--- src/rtl/cache_mem_arbiter.sv ---
`default_nettype none
// ============================================================================
// Module   : cache_mem_arbiter
// Brief    : Grants the shared multi-cycle memory port to the I-cache or the
//            D-cache. A read-tag pipe routes each returned word's data-valid
//            pulse back to the cache that issued the read.
// Revision : 1.0 - initial release
// ============================================================================
module cache_mem_arbiter #(
    parameter int LATENCY = 4
) (
    input  logic        clk,
    input  logic        rst,
    input  logic        i_req,
    input  logic        i_wr,
    input  logic [15:0] i_addr,
    input  logic [15:0] i_wdata,
    input  logic        d_req,
    input  logic        d_wr,
    input  logic [15:0] d_addr,
    input  logic [15:0] d_wdata,
    output logic        i_gnt,
    output logic        d_gnt,
    output logic        i_valid,
    output logic        d_valid,
    output logic [15:0] rdata,
    output logic        mem_enable,
    output logic        mem_wr,
    output logic [15:0] mem_addr,
    output logic [15:0] mem_wdata,
    input  logic        mem_valid,
    input  logic [15:0] mem_rdata,
    output logic        protocol_err
);

    localparam logic [1:0] c_IDLE    = 2'd0;
    localparam logic [1:0] c_GRANT_I = 2'd1;
    localparam logic [1:0] c_GRANT_D = 2'd2;

    localparam logic c_ID_I = 1'b0;
    localparam logic c_ID_D = 1'b1;

    localparam int c_TOP = LATENCY - 1;

    logic [1:0]         r_state;
    logic [1:0]         w_state_nxt;
    logic               r_last;
    logic               w_last_nxt;

    logic               w_owner_req;
    logic               w_owner_wr;
    logic               w_owner_id;
    logic [15:0]        w_owner_addr;
    logic [15:0]        w_owner_wdata;
    logic               w_gnt_any;
    logic               w_issue_rd;

    logic [LATENCY-1:0] r_tag_v;
    logic [LATENCY-1:0] r_tag_id;
    logic               w_tag_out_v;
    logic               w_tag_out_id;

    logic               r_protocol_err;

    // State and last-owner registers.
    always_ff @(posedge clk) begin
        if (rst) begin
            r_state <= c_IDLE;
            r_last  <= c_ID_I;
        end else begin
            r_state <= w_state_nxt;
            r_last  <= w_last_nxt;
        end
    end

    // Next-state: hold the grant while the owner keeps requesting, hand off
    // directly when the other side is waiting, round-robin on contention.
    always_comb begin
        w_state_nxt = r_state;
        w_last_nxt  = r_last;
        case (r_state)
            c_IDLE: begin
                if (i_req && d_req) begin
                    w_state_nxt = (r_last == c_ID_I) ? c_GRANT_D : c_GRANT_I;
                end else if (d_req) begin
                    w_state_nxt = c_GRANT_D;
                end else if (i_req) begin
                    w_state_nxt = c_GRANT_I;
                end
            end
            c_GRANT_I: begin
                if (!i_req) begin
                    w_last_nxt  = c_ID_I;
                    w_state_nxt = d_req ? c_GRANT_D : c_IDLE;
                end
            end
            c_GRANT_D: begin
                if (!d_req) begin
                    w_last_nxt  = c_ID_D;
                    w_state_nxt = i_req ? c_GRANT_I : c_IDLE;
                end
            end
            default: begin
                w_state_nxt = c_IDLE;
            end
        endcase
    end

    // Owner mux: selects the granted client's request; everything is zero
    // when nobody holds the grant.
    always_comb begin
        w_owner_req   = 1'b0;
        w_owner_wr    = 1'b0;
        w_owner_id    = c_ID_I;
        w_owner_addr  = 16'h0000;
        w_owner_wdata = 16'h0000;
        w_gnt_any     = 1'b0;
        case (r_state)
            c_GRANT_I: begin
                w_owner_req   = i_req;
                w_owner_wr    = i_wr;
                w_owner_id    = c_ID_I;
                w_owner_addr  = i_addr;
                w_owner_wdata = i_wdata;
                w_gnt_any     = 1'b1;
            end
            c_GRANT_D: begin
                w_owner_req   = d_req;
                w_owner_wr    = d_wr;
                w_owner_id    = c_ID_D;
                w_owner_addr  = d_addr;
                w_owner_wdata = d_wdata;
                w_gnt_any     = 1'b1;
            end
            default: begin
                w_gnt_any     = 1'b0;
            end
        endcase
    end

    assign i_gnt      = (r_state == c_GRANT_I);
    assign d_gnt      = (r_state == c_GRANT_D);
    assign mem_enable = w_owner_req & w_gnt_any;
    assign mem_wr     = w_owner_wr & mem_enable;
    assign mem_addr   = w_owner_addr;
    assign mem_wdata  = w_owner_wdata;
    assign w_issue_rd = mem_enable & ~mem_wr;

    // Read-tag pipe: one slot per cycle of memory latency. Writes never
    // produce a return, so they enter as invalid slots.
    generate
        if (LATENCY > 1) begin : g_tag_multi
            always_ff @(posedge clk) begin
                if (rst) begin
                    r_tag_v  <= '0;
                    r_tag_id <= '0;
                end else begin
                    r_tag_v  <= {r_tag_v[LATENCY-2:0], w_issue_rd};
                    r_tag_id <= {r_tag_id[LATENCY-2:0], w_owner_id};
                end
            end
        end else begin : g_tag_single
            always_ff @(posedge clk) begin
                if (rst) begin
                    r_tag_v  <= '0;
                    r_tag_id <= '0;
                end else begin
                    r_tag_v  <= w_issue_rd;
                    r_tag_id <= w_owner_id;
                end
            end
        end
    endgenerate

    assign w_tag_out_v  = r_tag_v[c_TOP];
    assign w_tag_out_id = r_tag_id[c_TOP];

    // Route data-valid by the tag of the read that produced it, not by the
    // current grant, so reads issued before a handoff reach their issuer.
    assign i_valid = mem_valid & w_tag_out_v & (w_tag_out_id == c_ID_I);
    assign d_valid = mem_valid & w_tag_out_v & (w_tag_out_id == c_ID_D);
    assign rdata   = mem_rdata;

    // Sticky error for a data-valid that no outstanding read accounts for.
    always_ff @(posedge clk) begin
        if (rst) begin
            r_protocol_err <= 1'b0;
        end else if (mem_valid && !w_tag_out_v) begin
            r_protocol_err <= 1'b1;
        end
    end

    assign protocol_err = r_protocol_err;

endmodule
`default_nettype wire
--- config.mk ---
export PLATFORM = sky130hd
export DESIGN_NAME = cache_mem_arbiter
export DESIGN_NICKNAME = d
export VERILOG_FILES = /design/src/rtl/cache_mem_arbiter.sv
export SDC_FILE = /design/constraint.sdc
export NUM_CORES = 1
export LEC_CHECK = 0
export CAP_MARGIN = 20
export CORE_ASPECT_RATIO = 1.75
export CORE_UTILIZATION = 27
export CTS_BUF_LIST = sky130_fd_sc_hd__clkbuf_16
export DETAILED_ROUTE_END_ITERATION = 10
export GPL_TIMING_DRIVEN = 0
export PLACE_DENSITY = 0.83
export SLEW_MARGIN = 20
export SYNTH_ARGS = -nofsm -noshare
export SYNTH_HDL_FRONTEND = slang
export SYNTH_SLANG_ARGS = --single-unit
--- constraint.sdc ---
create_clock -name clk -period 1.9 [get_ports clk]
set_input_delay 0.38 -clock clk [delete_from_list [all_inputs] [get_ports clk]]
set_output_delay 0.38 -clock clk [all_outputs]
set_load 0.01 [all_outputs]
==> results of run 1 <==
[power by group]
part / switching [W] / internal, W / total (W)
logic: 0.000536 / 0.000828 / 0.00136
clock network: 0.000100 / 0.000276 / 0.000377
registers: 0.0000247 / 0.000278 / 0.000303
total: 0.000661 / 0.00138 / 0.00204
[worst paths after layout]
path / start / cells after the start / slack [ps] / to
worst min register to register: r_tag_v[1] / 1 / 430 / r_tag_v[2]
worst min-delay path: r_tag_v[1] / 1 / 430 / r_tag_v[2]
worst max register to register: r_state[0] / 6 / 380 / r_state[0]
worst max-delay path: r_state[1] / 7 / -20 / mem_addr[15]
[area by class of cell]
cell class              instances  area, sq um
repair buffers                135         1250
flip-flops and latches         12          248
well taps                      49         61.3
clock buffers                   3         75.1
plain buffers                  28          298
inverters                       4         22.5
fillers                       342         1270
multi-input cells             104          921
clock inverters                 1         3.75
[routing by layer]
| layer | wire, microns | GRT usage [%] | vias up |
|---|---|---|---|
| met5 | 0 | 0 | - |
| li1 | - | - | 784 |
| met1 | 1530 | 17.8 | 742 |
| met3 | 404 | 5.33 | 2 |
| met4 | 13 | 2.95 | 0 |
| met2 | 2710 | 35.8 | 101 |
[kinds of logic after synthesis]
family	count (synthesis)
compound gates	47
fa+ha+maj	6
buf+inv	32
flops	12
simple gates	51
[timing repair]
item | CTS | global route
endpoints found under the setup margin | 36 | 34
setup buffers | 1 | 4
resized for setup | 159 | 61
cloned | 0 | 5
pin swaps | 1 | 12
[placed cells by master, fill, tap and decap left out, types with 4 or more instances in the layout]
cell and count:
nor2b_1 39, buf_12 5, clkbuf_16 8, buf_4 22, a21oi_1 4, dfxtp_1 10, clkdlybuf4s50_1 87, dlygate4sd2_1 4
buf_2 31, a22oi_1 4, a22oi_2 30
[registers in the layout, summed over array words and instances (netlist names)]
signal	count
r_tag_id	4
r_state	2
r_last	1
protocol_err	1
r_tag_v	4
[through the flow]
stage	setup slack (ps)	power (W)	std cells	utilization [%]	hold WS, ps
finish	-24.2	0.00204	336	69.3	431
global placement	-451	0.00128	322	59.7	416
CTS	-66.5	0.00181	327	65.0	432
global route	-74.7	0.00217	336	69.3	442
floorplan	240	0.000820	148	-	414
detailed placement	-483	0.00129	322	59.7	425
==> results.json, run 1 <==
{
  "status": "complete, but fails checks",
  "violations": "setup timing",
  "fin_crit_ps": 1920,
  "start_util_pct": 28.0,
  "die_area_sq_um": 4590,
  "numCtsBuffers": 3,
  "wl_per_cell_microns": 13.8,
  "yosysTopAreaCell": "a22oi_1",
  "synth_cell_types": 20,
  "crit_chain": "inv_4, ha_2, buf_12, clkbuf_16, a22oi_2, nor2b_1, buf_2",
  "hold_path.class": "register to register",
  "worst_ir_drop_vdd_mv": 0.704,
  "syn_avg_cell_area_sq_um": 7.86,
  "synth-seq-cells": 12,
  "yosys_most_used_dff": "dfxtp_1",
  "worstPathMaxFanout": 9,
  "synth_fa_ha_area_share_pct": 6.45,
  "slew_headroom_pct": 75.0,
  "grt_pass1_vias": 1535,
  "synth_xor_xnor_area_share_pct": 0,
  "drt_iter0_drc": 20,
  "postCtsHoldBufs": 0,
  "h-tree-depth": 1,
  "setup_ws_ps": -24.2,
  "antenna_found_initial": 0,
  "die_y_microns": 88.8,
  "hold_viol_final": 0,
  "worstPathRequired_ps": 1520,
  "clockBufferDepth": 2,
  "drt_pass1_iterations": 4,
  "startpoint_type": "register",
  "arrival_ps": 1540,
  "slew_violations": 0,
  "syn-num-nets": 241,
  "place_area_sq_um": 2480,
  "synth_most_common_cell": "nor2b_1",
  "grt_pass1_wl_microns": 6410,
  "synth_area_sq_um": 1160,
  "max_stage_delay_ps": 380,
  "cts_root_buf": "clkbuf_16",
  "synthMuxAreaShare_pct": 0,
  "final_area_sq_um": 2880,
  "critPathCaptureType": "primary output",
  "drc": 0,
  "pwr_density_cell_nw_per_um2": 710,
  "gp_congestion": 0.798,
  "critPathBufInv": 4,
  "setup_tns_ps": -24.2,
  "clock_skew_ps": 1.27,
  "path_class": "register to primary output",
  "worst_slew_pin_slew_ps": 375,
  "synthTopCellsByCount": "nor2b_1, a22oi_1, buf_4, dfxtp_1, buf_2",
  "placementRows": 31,
  "synth-edff-count": 0,
  "cts_tree": "done",
  "routed_wl_microns": 4650,
  "clk_pin_slew_worst_paths_ps": 40,
  "cap_violations": 0,
  "finalNetCount": 381,
  "drive_gt1_share_pct": 40.8,
  "cts_sinks": 12,
  "synth_top_cells_by_area": "a22oi_1, nor2b_1, dfxtp_1",
  "synthCells": 148,
  "die_w_microns": 51.6,
  "grt_use_total_pct": 17.9,
  "overflow": 0,
  "area_growth_pct": 147,
  "seq_area_frac_synth_pct": 20.6,
  "antenna_cells": 0,
  "synthSimpleGateAreaFrac_pct": 26.5,
  "timing.fmax_mhz": 520,
  "critPathTopFamily": "buffers and inverters",
  "grt_max_degree": 11,
  "yosysWarnings": 0,
  "rsz0062_at_grt": "true",
  "port_buffers": 125,
  "slowest_stage": "dfxtp_4",
  "synth_async_sr_flop_share_pct": 0,
  "setup_violations": 1,
  "synth-compound-area-share_pct": 30.1,
  "synth_top_family_by_area": "compound AO/OA/AOI/OAI gates",
  "leakage_nw": 1.17,
  "core_sq_um": 4150,
  "synth_top_area_share_pct": 21.9,
  "ant_nets": 0,
  "via_per_inst": 4.85,
  "clkLatencyLatePin_ps": 230,
  "pin_count": 142,
  "dp_hpwl_microns": 3390,
  "vias": 1629,
  "finalCritPeriodShare_pct": 101
}
(Power assumes the default switching activity.)
==> run 2, diff against run 1 <==
--- a/config.mk
+++ b/config.mk
@@ -6,12 +6,15 @@
 export NUM_CORES = 1
 export LEC_CHECK = 0
 export CAP_MARGIN = 20
+export CELL_PAD_IN_SITES_DETAIL_PLACEMENT = 0
+export CELL_PAD_IN_SITES_GLOBAL_PLACEMENT = 1
 export CORE_ASPECT_RATIO = 1.75
-export CORE_UTILIZATION = 27
+export CORE_UTILIZATION = 16
 export CTS_BUF_LIST = sky130_fd_sc_hd__clkbuf_16
+export CTS_CLUSTER_DIAMETER = 40
 export DETAILED_ROUTE_END_ITERATION = 10
 export GPL_TIMING_DRIVEN = 0
-export PLACE_DENSITY = 0.83
+export PLACE_DENSITY_LB_ADDON = 0.1
 export SLEW_MARGIN = 20
 export SYNTH_ARGS = -nofsm -noshare
 export SYNTH_HDL_FRONTEND = slang
==> run 2 against run 1 <==
The run now ends clean. Sequential cell count is the same. Routed wire length increased by 9.8%. Non-clock buffer count is 2 lower. Via count is 3.4% lower. Global-route usage is 4.5 points lower. Critical endpoint is now mem_addr[9]. Largest cell class unchanged. Highest routed layer unchanged.
==> results.json, run 2 (synthesis gave the netlist of run 1 again) <==
{
  "clk_pin_slew_worst_paths_ps": 40,
  "multi_input_area_sq_um": 943,
  "wl_per_cell_microns": 13.8,
  "via_per_inst": 4.26,
  "dp_hpwl_microns": 4160,
  "pwr_density_cell_nw_per_um2": 700,
  "routed_wl_microns": 5110,
  "clockBufferDepth": 2,
  "final_common_cell": "clkdlybuf4s50_1",
  "regArea_sq_um": 248,
  "cts_tree": "done",
  "startpoint_type": "register",
  "setup_violations": 0,
  "setup_tns_ps": 0,
  "final_cell_mix": "clkdlybuf4s50_1, nor2b_1, a22oi_2, buf_2, buf_4",
  "worst_slew_pin_slew_ps": 489,
  "critPathCaptureType": "primary output",
  "drc": 0,
  "die_area_sq_um": 7630,
  "arrival_ps": 1520,
  "leakage_nw": 1.13,
  "cts_sinks": 12,
  "hold_path.class": "register to register",
  "clock_skew_ps": 3.91,
  "gp_congestion": 0.735,
  "die_y_microns": 115,
  "area_growth_pct": 145,
  "placementRows": 40,
  "timing.fmax_mhz": 527,
  "grt_pass1_vias": 1632,
  "h-tree-depth": 1,
  "worstPathMaxFanout": 10,
  "finalNetCount": 379,
  "holdWs_ps": 432,
  "grt_use_total_pct": 13.4,
  "numCtsBuffers": 3,
  "drive_gt1_share_pct": 41.1,
  "grt_pass1_wl_microns": 7810,
  "clkLatencyLatePin_ps": 240,
  "status": "complete, no violations",
  "total_power_w": 0.00200,
  "hold_viol_final": 0,
  "cap_violations": 0,
  "pin_count": 142,
  "nFillCells": 702,
  "start_util_pct": 16.7,
  "grt_max_degree": 11,
  "drt_iter0_drc": 46,
  "cts_root_buf": "clkbuf_16",
  "ant_nets": 0,
  "path_class": "register to primary output",
  "antenna_found_initial": 0,
  "core_sq_um": 6960,
  "die_w_microns": 66.5,
  "fin_crit_ps": 1900,
  "finalCritPeriodShare_pct": 99.8,
  "drt_pass1_iterations": 2,
  "rsz0062_at_grt": "true",
  "reg.largest.list": "r_tag_id: 4 flops, r_tag_v: 4 flops, r_state: 2 flops",
  "antenna_cells": 0,
  "worstPathRequired_ps": 1520,
  "worst_ir_drop_vdd_mv": 0.296,
  "port_buffers": 125,
  "overflow": 0,
  "slew_headroom_pct": 67.4,
  "slew_violations": 0,
  "postCtsHoldBufs": 0,
  "vias": 1573
}
-- run 2: changes by cell type in the layout (fill, tap and decap cells not counted), moves of 2 or more --
cell       before  now
buf_4          22   24
buf_6           0    2
ha_4            2    4
ha_2            3    1
clkbuf_16       8    3
-- run 2: cell type report --
class	count	share of cell area, %
repair buffers	133	40.6
plain buffers	28	10.4
inverters	4	0.790
well taps	84	3.69
clock inverters	1	0.132
clock buffers	3	2.63
multi-input cells	104	33.1
flip-flops and latches	12	8.69
-- run 2: final timing paths --
| check | start | endpoint | slack, ps | cells past startpoint |
|---|---|---|---|---|
| max | r_state[0] | mem_addr[9] | 4 | 7 |
| min | r_tag_v[0] | r_tag_v[1] | 430 | 1 |
| max reg2reg | r_state[1] | r_state[0] | 330 | 6 |
| min reg2reg | r_tag_v[0] | r_tag_v[1] | 430 | 1 |
-- run 2: metal layers --
layer / vias up / track usage (%) / part of all wire [%]
met3: 6 / 6.15 / 11
li1: 778 / - / -
met2: 72 / 23.6 / 54
met5: - / 0 / 0
met4: 0 / 4.68 / 1.8
met1: 717 / 13.7 / 33
-- run 2: critical path, cell delays in order, from the launching register on --
cell and delay [ps]:
dfxtp_4 390, inv_6 60, ha_4 170, buf_12 140
buf_12 140, a22oi_2 150, nor2b_1 80, buf_2 140
-- run 2: report_power, final --
part	switching [W]	internal (W)	total [W]
clock network	0.000105	0.000277	0.000381
logic	0.000536	0.000773	0.00131
registers	0.0000280	0.000278	0.000306
total	0.000668	0.00133	0.00200
-- run 2: what timing repair did --
item                                    in CTS  in global routing
setup buffers                                6                  1
cloned                                       1                  0
pin swaps                                    3                  5
endpoints found under the setup margin      36                 35
resized for setup                          186                 42
endpoints found under the hold margin        0                  0
-- run 2: through the flow --
| step | instance area, sq um | worst slack, ps | utilization (%) | cells |
|---|---|---|---|---|
| global route | 2850 | -74.1 | 41.0 | 369 |
| global placement | 2520 | -533 | 36.2 | 357 |
| detailed placement | 2520 | -527 | 36.2 | 357 |
| CTS | 2700 | -80.6 | 38.8 | 368 |
| finish | 2850 | 3.75 | 41.0 | 369 |
| floorplan | 1160 | 240 | - | 148 |
